**config.mk**
```make
export PLATFORM = sky130hd
export DESIGN_NAME = queens_search_ctrl
export DESIGN_NICKNAME = d
export VERILOG_FILES = /design/src/rtl/queens_search_ctrl.sv
export SDC_FILE = /design/constraint.sdc
export NUM_CORES = 1
export LEC_CHECK = 0
export ABC_CLOCK_PERIOD_IN_PS = 16149
export CAP_MARGIN = 0
export CORE_UTILIZATION = 70
export DETAILED_ROUTE_END_ITERATION = 12
export DONT_BUFFER_PORTS = 1
export PLACE_DENSITY = 0.86
export SKIP_CTS_REPAIR_TIMING = 1
export SLEW_MARGIN = 20
export SYNTH_ARGS = -nofsm -noshare
export SYNTH_HDL_FRONTEND = slang
export SYNTH_SLANG_ARGS = --single-unit
```
**constraint.sdc**
```tcl
create_clock -name clk -period 16.15 [get_ports clk]
set_clock_uncertainty 0.05 [all_clocks]
set_input_delay 0.8075 -clock clk [delete_from_list [all_inputs] [get_ports clk]]
set_output_delay 0.8075 -clock clk [all_outputs]
set_load 0.01 [all_outputs]
```
**src/rtl/queens_search_ctrl.sv**
```systemverilog
// Backtracking N-queens sequencer: row 0 fixed by the host, rows 1..N-1 searched
// one placement check per cycle in lexicographic column order.
`timescale 1ns/1ps
module queens_search_ctrl #(
    parameter int N      = 8,
    parameter int STEP_W = 16
) (
    input  logic              clk,
    input  logic              rst,
    input  logic              start,
    input  logic              next,
    input  logic [2:0]        first_col,
    output logic              ready,
    output logic              busy,
    output logic              done,
    output logic              found,
    output logic [63:0]       board,
    output logic [6:0]        sol_cnt,
    output logic [STEP_W-1:0] steps
);

    typedef enum logic [2:0] {
        S_IDLE, S_INIT, S_TRY, S_BACK, S_SOLVED, S_HOLD, S_EXH
    } state_t;

    localparam logic [3:0] N_L  = 4'(N);
    localparam logic [2:0] LAST = 3'(N - 1);

    state_t              state_q, state_d;
    logic [2:0]          col_q [8];
    logic [2:0]          col_d [8];
    logic [7:0]          placed_q, placed_d;
    logic [2:0]          cur_q, cur_d;
    logic [2:0]          first_q, first_d;
    logic                done_q, done_d;
    logic                found_q, found_d;
    logic [6:0]          sol_q, sol_d;
    logic [STEP_W-1:0]   steps_q, steps_d;

    logic                conflict;
    logic [2:0]          ccol;
    logic [2:0]          nxt_row;
    logic [2:0]          prv_row;
    logic                fc_legal;

    assign ccol     = col_q[cur_q];
    assign nxt_row  = cur_q + 3'd1;
    assign prv_row  = cur_q - 3'd1;
    assign fc_legal = ({1'b0, first_col} < N_L);

    function automatic logic [2:0] absdiff(input logic [2:0] a, input logic [2:0] b);
        return (a > b) ? (a - b) : (b - a);
    endfunction

    function automatic logic [6:0] sat_inc7(input logic [6:0] v);
        return (&v) ? v : v + 7'd1;
    endfunction

    function automatic logic [STEP_W-1:0] sat_inc_steps(input logic [STEP_W-1:0] v);
        return (&v) ? v : v + 1'b1;
    endfunction

    // Only the row under test is checked against the rows above it.
    always_comb begin
        conflict = 1'b0;
        for (int i = 0; i < 8; i++) begin
            if (3'(i) < cur_q) begin
                if (col_q[i] == ccol || absdiff(col_q[i], ccol) == (cur_q - 3'(i))) begin
                    conflict = 1'b1;
                end
            end
        end
    end

    always_comb begin
        state_d  = state_q;
        col_d    = col_q;
        placed_d = placed_q;
        cur_d    = cur_q;
        first_d  = first_q;
        done_d   = 1'b0;
        found_d  = found_q;
        sol_d    = sol_q;
        steps_d  = steps_q;

        case (state_q)
            S_IDLE, S_HOLD: begin
                if (start) begin
                    if (fc_legal) begin
                        state_d = S_INIT;
                        first_d = first_col;
                        sol_d   = '0;
                        steps_d = '0;
                        found_d = 1'b0;
                    end else begin
                        state_d  = S_EXH;
                        placed_d = '0;
                        done_d   = 1'b1;
                        found_d  = 1'b0;
                    end
                end else if (state_q == S_HOLD && next) begin
                    // Resume as if the last row had just conflicted.
                    if (ccol < LAST) begin
                        col_d[cur_q] = ccol + 3'd1;
                        state_d      = S_TRY;
                    end else begin
                        state_d = S_BACK;
                    end
                end
            end
            S_INIT: begin
                col_d[0] = first_q;
                col_d[1] = 3'd0;
                placed_d = 8'b0000_0011;
                cur_d    = 3'd1;
                state_d  = S_TRY;
            end
            S_TRY: begin
                steps_d = sat_inc_steps(steps_q);
                if (!conflict) begin
                    if (cur_q == LAST) begin
                        state_d = S_SOLVED;
                        done_d  = 1'b1;
                        found_d = 1'b1;
                        sol_d   = sat_inc7(sol_q);
                    end else begin
                        cur_d             = nxt_row;
                        col_d[nxt_row]    = 3'd0;
                        placed_d[nxt_row] = 1'b1;
                    end
                end else if (ccol < LAST) begin
                    col_d[cur_q] = ccol + 3'd1;
                end else begin
                    state_d = S_BACK;
                end
            end
            S_BACK: begin
                placed_d[cur_q] = 1'b0;
                cur_d           = prv_row;
                if (prv_row == 3'd0) begin
                    // Clear the whole board so it already reads 0 on the done cycle.
                    state_d  = S_EXH;
                    placed_d = '0;
                    done_d   = 1'b1;
                    found_d  = 1'b0;
                end else if (col_q[prv_row] < LAST) begin
                    col_d[prv_row] = col_q[prv_row] + 3'd1;
                    state_d        = S_TRY;
                end
            end
            S_SOLVED: state_d = S_HOLD;
            S_EXH:    state_d = S_IDLE;
            default:  state_d = S_IDLE;
        endcase
    end

    always_ff @(posedge clk or posedge rst) begin
        if (rst) begin
            state_q  <= S_IDLE;
            for (int i = 0; i < 8; i++) begin
                col_q[i] <= '0;
            end
            placed_q <= '0;
            cur_q    <= '0;
            first_q  <= '0;
            done_q   <= 1'b0;
            found_q  <= 1'b0;
            sol_q    <= '0;
            steps_q  <= '0;
        end else begin
            state_q  <= state_d;
            col_q    <= col_d;
            placed_q <= placed_d;
            cur_q    <= cur_d;
            first_q  <= first_d;
            done_q   <= done_d;
            found_q  <= found_d;
            sol_q    <= sol_d;
            steps_q  <= steps_d;
        end
    end

    always_comb begin
        board = '0;
        for (int r = 0; r < 8; r++) begin
            if (r < N && placed_q[r]) begin
                board[8*r +: 8] = 8'b1 << col_q[r];
            end
        end
    end

    assign ready   = (state_q == S_IDLE) || (state_q == S_HOLD);
    assign busy    = (state_q == S_INIT) || (state_q == S_TRY) || (state_q == S_BACK);
    assign done    = done_q;
    assign found   = found_q;
    assign sol_cnt = sol_q;
    assign steps   = steps_q;

endmodule

```
# Yosys cells after proc, flatten, opt, wreduce, memory -nomap -nowiden
# Index checks and enable logic that the tools add are counted.
# W data, S select, Z words.
# totals
regBits	66
output_inout_bits	91
# op_classes
add_sub_neg	28
reduce_logical	34
order_cmp	28
n_shift	8
eq_ne	38
mux	92
bitwise_logic	8
# ops
operator	n
$mux W24	7
$mux W8	11
$mux W3	24
$shl A1 B3 Y8 const A	8
$pmux W18 S3	1
$bwmux W24	2
$eq A3 B3 Y1	16
$sub A3 B3 Y3	16
$mux W16	2
$pmux W16 S2	1
$mux W7	4
$demux W3 S3	3
$mux W1	26
$and A24 B24 Y24	1
$gt A3 B3 Y1	8
$not A24 Y24	1
$pmux W6 S4	1
$pmux W8 S3	1
$ne A2 B2 Y1 const B	11
$bmux W3 S3	2
$add A16 B1 Y16 const B	1
$reduce_and A16 Y1	1
$ne A3 B3 Y1 const B	5
$pmux W3 S5	1
other kinds (38)	82

# Logic depth before layout (Yosys ltp)
# depth
word_depth	26
mapped_depth	22

# Least setup slack after synthesis
# OpenSTA, ideal clock, no wires.
# synth_path
path_kind	reg-to-reg
from	register cur_q[1]
to	register cur_q[0]
slack_ns	9.842
synth_period_minus_slack_ns	6.308
path_stages_with_launch	17
t_required_ns	15.972
t_arrival_ns	6.130
path_cell_list	dfrtp_1 -> clkbuf_1 -> mux4_2 -> mux2i_1 -> inv_1 -> ha_1 -> and3_2 -> or3_1 -> o311ai_1 -> xnor2_1 -> a2111oi_2 -> a2111oi_4 -> o211ai_4 -> nor3_4 -> nand2_1 -> a211o_1 -> mux2_1
# synth_between
elab_chain_len	26
word_cells_on_any_way	95
cone_classes	add/sub: 23; order compare: 16; eq/ne: 19; mux: 27; bitwise: 1; reduce/logical: 9
# synth_rtl
element	line_no	text
start: declaration	33	logic [2:0] cur_q, cur_d;
start signal: assignment	174	cur_q <= cur_d;
$not A3 Y4 (not written as such)	46	assign ccol = col_q[cur_q];
$bmux W3 S3	46	
$mux W3 (not written as such) (2 in a row)	46	
$sub A3 B3 Y3 / $gt A3 B3 Y1 (equally long branches)	52	return (a > b) ? (a - b) : (b - a);
$mux W3	52	
$eq A3 B3 Y1	68	if (col_q[i] == ccol || absdiff(col_q[i], ccol) == (cur_q - 3'(i))) begin
$logic_or A1 B1 Y1	68	
$mux W1	68	
[... 9 more ...]	n/a	
$mux W1	68	
$mux W1	67	if (3'(i) < cur_q) begin
$mux W1	68	
$mux W1	67	
$mux W1	68	
$mux W1	67	
$ne A2 B2 Y1 (no line)	n/a	
$reduce_and A3 Y1 (no line) (*)	n/a	
# Every way passes the cells marked *; elsewhere a longest branch is shown, timed or not. The select of a mux whose other input is x is not followed.
# A chain may end at the register's enable or synchronous reset.

# Worst setup path after layout
# layout_path
from	register cur_q[2]
to	register col_q[13] (netlist name)
# layout_between
elab_chain_len	26
word_cells_on_any_way	134
cone_classes	add/sub: 26; order compare: 24; eq/ne: 20; mux: 46; bitwise: 5; reduce/logical: 13
# layout_rtl
element	line_no	text
$not A3 Y4 (not written as such)	46, 104, 132	
$bmux W3 S3	46	
$mux W3 (not written as such) (2 in a row)	46	
$sub A3 B3 Y3 / $gt A3 B3 Y1 (equally long branches)	52	
$mux W3	52	
$eq A3 B3 Y1	68	
$logic_or A1 B1 Y1	68	
$mux W1	68	
[... 9 more ...]	n/a	
$mux W1	68	
$mux W1	67	
$mux W1	68	
$mux W1	67	
$mux W1	68	
$mux W1	67	
$ne A3 B3 Y1 (no line) / $mux W24 (equally long branches)	n/a	
$reduce_and A6 Y1 (no line) / $pmux W18 S3 (equally long branches)	n/a	
end signal: assignment	172	col_q <= col_d;
end: declaration	30	logic [2:0] col_q [8];
# Several ways; a longest one is shown, not always the timed one. The select of a mux whose other input is x is not followed.

==> impl_metrics.tcl <==
set metrics [dict create \
    htreeDepth 3 \
    overflow 0 \
    finalCriticalPeriod_ns 6.42 \
    syn_to_final_growth_pct 3.88 \
    hold_class "flop to flop" \
    drv_slew 0 \
    final_net_count 953 \
    vias_per_cell 7.13 \
    critPathKind "flop to flop" \
    reg2reg_depth 14 \
    antenna_found_initial 0 \
    cp_data_required_time_ns 16.35 \
    synth_edf_count 0 \
    path_clk_slew_ns 0.07 \
    reg2reg_to "col_q[13]" \
    place_inst 996 \
    final_cell_mix "nor2_1 (114), nand2_1 (111), dfrtp_1 (66)" \
    synthArstFlopShare_pct 100 \
    ys_seq_area_share_pct 23.4 \
    grt_pass1_wl_um 35200 \
    drcViolationCount 0 \
    mostFrequentLayoutCell "nor2_1" \
    rsz0062_at_grt "false" \
    grt_pass1_vias 6637 \
    yosys_warnings 0 \
    r2r-start "cur_q[2]" \
    wl_per_cell_um 23.1 \
    final_antenna_net_count 0 \
    hold_end "first_q[2]" \
    end_kind "flop" \
    startpoint_type "flop" \
    crit_fanout 15 \
    fp.dieArea_um2 10500 \
    slew_headroom_pct 26.2 \
    tightest_slew_ns 1.10 \
    io_buffer_count 0 \
    grt_max_degree 67 \
    report.final.hold_viol_count 0 \
    drt_iter0_drc 856 \
    clockRootBuffer "clkbuf_8" \
    synthCells 891 \
    place_congestion 1.05 \
    postSynthAreaPerCell_um2 7.92 \
    max-cap-violations 0 \
    hpwl_um 17500 \
    vias 7213 \
    layout-drive-gt1-share_pct 6.37 \
    max_freq_mhz 156 \
    fin_crit_sh_pct 39.8 \
    setup_tns_ns 0 \
    die_h_um 102 \
    setup_viol 0 \
    diodes 0 \
    clk_latency_ns 0.37 \
    synth_ff_type "dfrtp_1" \
    holdPathStages 2 \
    routed_wirelength_um 23300 \
    synth_nets 970 \
    cts_tree "yes" \
    start_util_pct 72.2 \
    core.rowCount 36 \
    cp.arrival_ns 6.62 \
    core_area_um2 9770 \
    instances_no_fill 1012 \
    io_pins 98 \
    die_w_um 102 \
    r2r_setup_slack_ns 9.73 \
    synth_cell_types 73 \
    grtUsageTotal_pct 45.2 \
    clkSinkCount 66 \
    yosys_register_bits 66 \
    drt_first_pass_iters 6 \
    syn_area_um2 7060 \
    hp-start "first_q[2]" \
    numCtsBuffers 9 \
    status "completed" \
    clock_path_buffers 2 \
]
==> synthesized netlist by cell type, types with 4 or more instances <==
cell type,n,area [µm²]
nor2_1,114,428
nand2_1,111,417
dfrtp_1,66,1650
ha_1,56,701
inv_1,55,206
a21oi_1,49,245
o21ai_0,45,225
nor3_1,36,180
xnor2_1,28,245
clkbuf_1,23,86.3
mux2i_1,22,220
nand3_1,21,105
nor2b_1,21,131
fa_1,16,320
o22ai_1,14,87.6
xor2_1,13,114
a22o_1,11,96.3
buf_2,11,55.1
nand2b_1,11,68.8
a31oi_1,10,62.6
o211ai_1,10,75.1
o221ai_1,10,87.6
and3_1,9,56.3
mux4_2,8,180
o21a_1,8,60.1
a21o_1,7,52.6
or3_1,7,43.8
nand4_1,6,37.5
o21ai_1,6,30.0
or4_1,6,45.0
a211oi_1,5,37.5
o21bai_1,5,37.5
nor4_1,4,25.0
o311ai_1,4,35.0
or2_2,4,25.0
==> cell families after synthesis <==
logic type	after synthesis	share of synthesized area, %
adder cells (fa/ha/maj)	72	14.5
buffers and inverters	94	5.19
flip-flops	66	23.4
XOR/XNOR	42	5.32
multiplexers	34	6.31
AND/OR/NAND/NOR	363	23.8
AO/OA/AOI/OAI	220	21.5
==> through the flow <==
step | util, % | area, µm² | hold WS [ns] | worst slack (ns)
after floorplan | - | 7060 | 0.396 | 9.84
after global placement | 73.0 | 7140 | 0.412 | 10.08
after detailed placement | 73.0 | 7140 | 0.428 | 9.95
after CTS | 75.0 | 7330 | 0.446 | 9.96
after global routing | 75.0 | 7330 | 0.473 | 9.51
final | 75.0 | 7330 | 0.441 | 9.73
==> per-layer routing <==
layer	routed length [µm]	vias up	share of wire (%)	track usage (%)
met5	0	-	0	0
met4	1080	0	4.6	23.1
met1	8620	3432	37	57.4
li1	-	3129	-	-
met3	2900	103	12	11.6
met2	10700	549	46	71.4
==> area by class of cell <==
type | instances | area (µm²)
timing repair buffer | 7 | 52.6
multi-input combinational | 731 | 5050
clock buffer | 12 | 145
tap | 133 | 166
sequential | 66 | 1650
inverter | 59 | 221
clock inverter | 4 | 51.3
fill | 751 | 2440
==> flip-flops by register name (all words and copies together), names as in the netlist <==
register and cells:
col_q 24, cur_q 3, done 1, first_q 3, found 1, placed_q 8, sol_cnt 7, state_q 3
steps 16
==> critical path: stages, from the launching register on <==
cell       delay [ns]
dfrtp_1          0.81
clkinv_1         0.54
mux2i_1          0.90
ha_1             0.46
and3_2           0.30
or3_1            0.36
o311ai_1         0.10
xnor2_1          0.19
a2111oi_2        0.09
a2111oi_4        0.42
o211ai_4         0.21
nor3_4           0.40
a2bb2oi_1        0.92
o21bai_1         0.21
a221o_1          0.34
==> worst max path at each step <==
stage,from,endpoint,slack [ns]
after floorplan,cur_q[1],cur_q[0],9.84
after global placement,cur_q[2],col_q[13],10.08
after detailed placement,cur_q[2],col_q[13],9.95
after CTS,cur_q[2],col_q[13],9.96
after global routing,cur_q[2],col_q[13],9.51
final,cur_q[2],col_q[13],9.73
Power is left out: the tool's default activity adds up to more than one toggle a clock period on the data nets, which glitch-free logic cannot reach.
